--- src/rtl/vga_timing_pkg.sv ---
// Shared timing constants, phase type and width helper for the VGA timing block.
// Latency: n/a (package only).
// Backpressure: n/a.
package vga_timing_pkg;

  // 640x480 @ 60 Hz timing, in pixels (horizontal) and lines (vertical)
  localparam int DEF_H_ACTIVE = 640;
  localparam int DEF_H_FP     = 16;
  localparam int DEF_H_SYNC   = 96;
  localparam int DEF_H_BP     = 48;
  localparam int DEF_V_ACTIVE = 480;
  localparam int DEF_V_FP     = 10;
  localparam int DEF_V_SYNC   = 2;
  localparam int DEF_V_BP     = 33;
  localparam int DEF_CLK_DIV  = 2;

  // Position of an axis within its line/frame
  typedef enum logic [1:0] {
    ACTIVE = 2'd0,
    FRONT  = 2'd1,
    SYNC   = 2'd2,
    BACK   = 2'd3
  } phase_t;

  // Bits needed to count 0..total-1 (at least one bit)
  function automatic int cnt_width(input int total);
    return (total > 1) ? $clog2(total) : 1;
  endfunction

endpackage

--- src/rtl/vga_axis_counter.sv ---
// One VGA axis: wrapping position counter plus ACTIVE/FRONT/SYNC/BACK phase FSM.
// Latency: count/phase update on the CLK edge where adv is high; wrap is combinational.
// Backpressure: none, advances only when told to.
// Ports: CLK, RST (async, active-low); adv = step one position;
//        count = position, phase/phase_nxt = current/next phase, wrap = this step returns to 0.
module vga_axis_counter
  import vga_timing_pkg::*;
#(
  parameter int ACTIVE_LEN = DEF_H_ACTIVE,
  parameter int FP_LEN     = DEF_H_FP,
  parameter int SYNC_LEN   = DEF_H_SYNC,
  parameter int BP_LEN     = DEF_H_BP,
  parameter int W          = cnt_width(ACTIVE_LEN + FP_LEN + SYNC_LEN + BP_LEN)
) (
  input  logic         CLK,
  input  logic         RST,
  input  logic         adv,
  output logic [W-1:0] count,
  output phase_t       phase,
  output phase_t       phase_nxt,
  output logic         wrap
);

  localparam int TOTAL = ACTIVE_LEN + FP_LEN + SYNC_LEN + BP_LEN;

  localparam logic [W-1:0] LAST    = W'(TOTAL - 1);
  localparam logic [W-1:0] AT_FRONT = W'(ACTIVE_LEN);
  localparam logic [W-1:0] AT_SYNC  = W'(ACTIVE_LEN + FP_LEN);
  localparam logic [W-1:0] AT_BACK  = W'(ACTIVE_LEN + FP_LEN + SYNC_LEN);

  logic [W-1:0] count_nxt;

  assign wrap = adv && (count == LAST);

  // Phase is a function of the position being entered. Later boundaries are
  // tested first so a zero-length region is skipped rather than entered.
  always_comb begin
    count_nxt = count;
    phase_nxt = phase;
    if (adv) begin
      count_nxt = wrap ? '0 : count + W'(1);
      if (count_nxt == '0)
        phase_nxt = ACTIVE;
      else if (count_nxt == AT_BACK)
        phase_nxt = BACK;
      else if (count_nxt == AT_SYNC)
        phase_nxt = SYNC;
      else if (count_nxt == AT_FRONT)
        phase_nxt = FRONT;
    end
  end

  always_ff @(posedge CLK or negedge RST) begin
    if (!RST) begin
      count <= '0;
      phase <= ACTIVE;
    end else begin
      count <= count_nxt;
      phase <= phase_nxt;
    end
  end

endmodule

--- src/rtl/vga_timing.sv ---
// VGA raster timing generator: pixel strobe, col/row position, syncs, blanking, frame pulse.
// Latency: all position/sync outputs are flops updated on the same pix_en edge.
// Backpressure: none, free-running from CLK.
// Ports: CLK, RST (async, active-low); col,row (32-bit zero-extended position);
//        vnotactive (outside visible area); hsync,vsync (active-low);
//        pix_en (one-CLK pixel strobe); frame_start (one-CLK pulse at frame wrap);
//        frame_cnt (16-bit frame counter, only when VGA_FRAME_CNT_EN is defined).
module vga_timing
  import vga_timing_pkg::*;
#(
  parameter int H_ACTIVE = DEF_H_ACTIVE,
  parameter int H_FP     = DEF_H_FP,
  parameter int H_SYNC   = DEF_H_SYNC,
  parameter int H_BP     = DEF_H_BP,
  parameter int V_ACTIVE = DEF_V_ACTIVE,
  parameter int V_FP     = DEF_V_FP,
  parameter int V_SYNC   = DEF_V_SYNC,
  parameter int V_BP     = DEF_V_BP,
  parameter int CLK_DIV  = DEF_CLK_DIV   // must be 1 or more
) (
  input  logic        CLK,
  input  logic        RST,
  output logic [31:0] col,
  output logic [31:0] row,
  output logic        vnotactive,
  output logic        hsync,
  output logic        vsync,
  output logic        pix_en,
`ifdef VGA_FRAME_CNT_EN
  output logic [15:0] frame_cnt,
`endif
  output logic        frame_start
);

  localparam int H_TOTAL = H_ACTIVE + H_FP + H_SYNC + H_BP;
  localparam int V_TOTAL = V_ACTIVE + V_FP + V_SYNC + V_BP;
  localparam int HW      = cnt_width(H_TOTAL);
  localparam int VW      = cnt_width(V_TOTAL);
  localparam int DIV_W   = cnt_width(CLK_DIV);

  localparam logic [DIV_W-1:0] DIV_LAST = DIV_W'(CLK_DIV - 1);

  logic [DIV_W-1:0] div;
  logic [HW-1:0]    h_count;
  logic [VW-1:0]    v_count;
  phase_t           h_phase, h_phase_nxt;
  phase_t           v_phase, v_phase_nxt;
  logic             h_wrap, v_wrap;

  // With CLK_DIV=1 the divider sits at 0 == DIV_LAST, so pix_en stays high.
  assign pix_en = (div == DIV_LAST);

  always_ff @(posedge CLK or negedge RST) begin
    if (!RST)
      div <= '0;
    else
      div <= (div == DIV_LAST) ? '0 : div + DIV_W'(1);
  end

  vga_axis_counter #(
    .ACTIVE_LEN (H_ACTIVE),
    .FP_LEN     (H_FP),
    .SYNC_LEN   (H_SYNC),
    .BP_LEN     (H_BP),
    .W          (HW)
  ) u_h_axis (
    .CLK       (CLK),
    .RST       (RST),
    .adv       (pix_en),
    .count     (h_count),
    .phase     (h_phase),
    .phase_nxt (h_phase_nxt),
    .wrap      (h_wrap)
  );

  // Rows step on the same edge the line wraps
  vga_axis_counter #(
    .ACTIVE_LEN (V_ACTIVE),
    .FP_LEN     (V_FP),
    .SYNC_LEN   (V_SYNC),
    .BP_LEN     (V_BP),
    .W          (VW)
  ) u_v_axis (
    .CLK       (CLK),
    .RST       (RST),
    .adv       (h_wrap),
    .count     (v_count),
    .phase     (v_phase),
    .phase_nxt (v_phase_nxt),
    .wrap      (v_wrap)
  );

  assign col = 32'(h_count);
  assign row = 32'(v_count);

  // Sync/blank flops are loaded from the next phase, so they switch on the
  // same edge as the counters; they only need reloading at a phase change.
  always_ff @(posedge CLK or negedge RST) begin
    if (!RST) begin
      hsync       <= 1'b1;
      vsync       <= 1'b1;
      vnotactive  <= 1'b0;
      frame_start <= 1'b0;
    end else begin
      frame_start <= v_wrap;
      if ((h_phase_nxt != h_phase) || (v_phase_nxt != v_phase)) begin
        hsync      <= (h_phase_nxt != SYNC);
        vsync      <= (v_phase_nxt != SYNC);
        vnotactive <= (h_phase_nxt != ACTIVE) || (v_phase_nxt != ACTIVE);
      end
    end
  end

`ifdef VGA_FRAME_CNT_EN
  always_ff @(posedge CLK or negedge RST) begin
    if (!RST)
      frame_cnt <= '0;
    else if (v_wrap)
      frame_cnt <= frame_cnt + 16'd1;
  end
`endif

endmodule

--- config.mk ---
export PLATFORM = sky130hd
export DESIGN_NAME = vga_timing
export DESIGN_NICKNAME = d
export VERILOG_FILES = /design/src/rtl/vga_timing_pkg.sv /design/src/rtl/vga_axis_counter.sv /design/src/rtl/vga_timing.sv
export SDC_FILE = /design/constraint.sdc
export NUM_CORES = 1
export LEC_CHECK = 0
export BUFFER_PORTS_ARGS = -buffer_cell sky130_fd_sc_hd__buf_4
export CORE_ASPECT_RATIO = 0.75
export CORE_MARGIN = 1.5
export CORE_UTILIZATION = 45
export CTS_CLUSTER_SIZE = 16
export DETAILED_ROUTE_END_ITERATION = 8
export PLACE_DENSITY = 0.72
export SLEW_MARGIN = 20
export SYNTH_ARGS = -nofsm -noshare
export SYNTH_HDL_FRONTEND = slang
export SYNTH_SLANG_ARGS = --single-unit
--- constraint.sdc ---
create_clock -name CLK -period 2.8 [get_ports CLK]
set_input_delay 0.14 -clock CLK [delete_from_list [all_inputs] [get_ports CLK]]
set_output_delay 0.14 -clock CLK [all_outputs]
set_load 0.01 [all_outputs]
==> impl_metrics.toml <==
[pwr]
p_sw_share_pct = 25.8
ir_drop_mv = 0.141
p_leak_uw = 0.00158
p_per_area_nw_per_um2 = 236
seq_power_share_pct = 52.5
switchingPower_uw = 206
combPwrFrac_pct = 4.7
clkPwrFrac_pct = 42.8
p_int_uw = 592

[global_route]
antenna_found_initial = 0
grt_pass1_wl_um = 11100
grt_max_degree = 30
grt_pass1_vias = 2186
globalRouteTotalUtil_pct = 21.9
grt_remaining_overflow = 0

[final_layout]
stdcell_area_um2 = 3380
finalNetCount = 403
seq_area_um2 = 739
n_antenna_cell = 0
drive_gt1_share_pct = 35.3
nFillCells = 472
syn2layout_area_growth_pct = 28.4
multi_input_area_um2 = 1750
fin_cells = 474
final_core_util_pct = 61.5

[floorplanning]
initial_utilization_pct = 47.9
core_area_um2 = 5500
dieHeight_um = 69.3
io_pins = 71
rows = 23
die_area_um2 = 6330
die_w_um = 91.3

[synth]
synthAdderAreaFrac_pct = 1.43
seq_area_frac_synth_pct = 27.6
synth_xor_area_share_pct = 5.99
async_flop_share_pct = 100
avgSynthCellArea_um2 = 8.13
syn_inst = 324
ys_warn_count = 0
synthMuxAreaShare_pct = 2.09
synth_enable_flop_cells = 0
ys_ff_latch = 29
syn_area_um2 = 2630
synthTopCellsByArea = "dfrtp_1 (26%), buf_4 (13%), o21ai_0 (5.1%)"
synth-simple-area-share_pct = 24.0
synth_compound_area_share_pct = 21.1
synth_flop_cell = "dfrtp_1"
yosysTopAreaCellShare_pct = 25.7
yosysTopAreaCell = "dfrtp_1"
synth_top_family_by_area = "simple AND/OR/NAND/NOR gates"
synth.distinct_cells = 64

[clock_network]
path_clk_slew_ns = 0.07
cts_sinks = 29
cts-buffers-inserted = 5
insertion_delay_ns = 0.28
htree_num_levels = 2
cts_root_buf = "clkbuf_8"
ctsLongestPathBuffers = 2
tritoncts = "done"

[outcome]
status = "finished with violations"
violations = "negative setup slack"

[timing]
finalCritPeriodShare_pct = 101
fin_crit_ns = 2.83
finalSetupViolCount = 3
fmax_mhz = 353
setup_tns_ns = -0.0676
worst_slack_ns = -0.0319
hold_violations = 0
rsz0062_at_grt = "true"
skew_ns = 0.00228
slew_violations = 0

[setup_path]
start_kind = "flip-flop"
r2r_start = "u_h_axis.count[1]"
critPathArrivalTime_ns = 3.00
crit_fanout = 5
cp.required_ns = 2.97
setup.worst_path.start = "u_h_axis.count[1]"
critPathKind = "reg -> reg"
cp-end-kind = "flip-flop"

[place]
hpwlAfterDp_um = 5050
dpl.cell_count = 458
gp_congestion = 0.905
pre_cts_ws_ns = -0.126
io_buffers = 26
place_area_um2 = 3090

[route]
vias_per_cell = 5.51
drc_errors = 0
wire_per_inst_um = 14.8
drt_wl_total_um = 7010
dr_total_vias = 2612
ant_nets = 0
dr.pass1.iters = 5
drt_iter0_drc = 248

[run]
maxCapViolations = 0

[min_path]
hold_class = "in -> async"
-- state kept, by name, summed over array words and instances, names as in the netlist --
register / flops
u_h_axis.count: 10
u_v_axis.count: 10
frame_start: 1
u_v_axis.phase: 2
vsync: 1
u_h_axis.phase: 2
hsync: 1
vnotactive: 1
pix_en: 1
-- per-stage QoR --
stage,power (uW),hold slack (ns)
5_1_grt,836,0.365
4_1_cts,812,0.326
3_5_place_dp,462,0.0980
2_1_floorplan,498,-0.156
3_3_place_gp,462,0.0989
6_report,798,0.323
-- worst max-delay path, stage by stage (launching register included) --
cell and delay [ns]:
dfrtp_2 0.45, ha_4 0.18, buf_4 0.13, buf_4 0.13, xor2_1 0.15, a21oi_1 0.19, o311ai_2 0.16, nor2_2 0.19
nand3_1 0.10, a32o_1 0.25, or4_1 0.52, mux2_2 0.27
-- repair_timing --
item / CTS / global route
pin swaps: 8 / 8
resized for setup: 20 / 14
endpoints found under the hold margin: 27 / 0
setup endpoints to repair: 3 / 3
gates cloned: 0 / 0
hold buffers: 1 / 0
setup buffers: 4 / 3
-- cell families (layout without fill, tap and decap cells) --
group | Yosys count | in the layout
AOI/OAI and AO/OA | 79 | 79
muxes | 5 | 5
and+or+nand+nor | 115 | 115
DFF | 29 | 29
buffers and inverters | 74 | 106
adders and majority gates | 3 | 3
xor gates and xnor gates | 18 | 18
other | 1 | 44
-- path summary, 6_finish.rpt --
path | endpoint | cells after the start | slack [ns]
setup / recovery | vnotactive | 11 | -0.03
hold / removal | u_v_axis.count[2] | 2 | 0.32
setup reg to reg | vnotactive | 11 | -0.03
hold reg to reg | vnotactive | 1 | 0.55
max in group asynchronous | hsync | 2 | 2.16
min in group CLK | vnotactive | 1 | 0.55
-- Yosys cell counts (2+ instances only) --
cell        n
buf_4      44
a21o_1      2
dfstp_2     2
a2111oi_0   2
o21a_1      3
mux2_2      4
nor3_1      5
or4_4       2
and2_1      3
or4_1       2
xor2_1      5
nand2b_1    3
inv_1       8
xnor2_1    13
nand4_1     8
and3b_1     2
o31ai_1     3
nand3_1    11
a32o_1      3
a31oi_1     8
buf_2      10
nand2_1    32
nor4_1      3
and3_1     11
dfrtp_1    27
and4_1      3
or2_1       2
clkbuf_1   10
a311oi_1    2
or3_1       2
o221ai_1    3
ha_1        3
a21oi_1     8
o211ai_1    3
nor2_1     16
nor2b_1     2
o21ai_0    27
-- power by group through the flow --
stage,combinational [uW],sequential (uW),clock [uW]
after floorplan,71.2,427,0
after global placement,35.7,427,0
after detailed placement,35.6,427,0
after CTS,36.7,419,356
after global routing,42.7,418,375
final,37.3,419,342
-- layout by cell type (no fill, tap or decap), types with 3 or more instances in the layout --
master,netlist,routed
conb_1,1,44
and2_1,3,3
dfrtp_2,0,9
nand4_1,8,8
nand2b_1,3,3
o211ai_1,3,3
xnor2_1,13,13
inv_1,8,8
nand2_1,32,32
o21a_1,3,3
a31oi_1,8,8
o21ai_0,27,25
nor3_1,5,4
and3_4,1,3
a21oi_1,8,8
and3_1,11,9
dfrtp_1,27,18
xor2_1,5,5
buf_4,44,88
nand3_1,11,10
clkbuf_8,0,5
nor2_1,16,15
-- metal layers --
| layer | wire (um) | track usage [%] | up-vias |
|---|---|---|---|
| met5 | 0 | 0 | - |
| met4 | 69 | 4.51 | 0 |
| met3 | 450 | 3.95 | 11 |
| met2 | 3090 | 32.0 | 126 |
| met1 | 3400 | 33.2 | 1238 |
| li1 | - | - | 1237 |
-- cell type report --
cell class / count / area share, %
well taps: 75 / 2.77
multi-input cells: 264 / 51.8
flip-flops and latches: 29 / 21.9
repair buffers: 90 / 20.2
clock inverters: 3 / 0.518
inverters: 8 / 0.888
clock buffers: 5 / 2.03
Power figures use the tool's default switching activity.
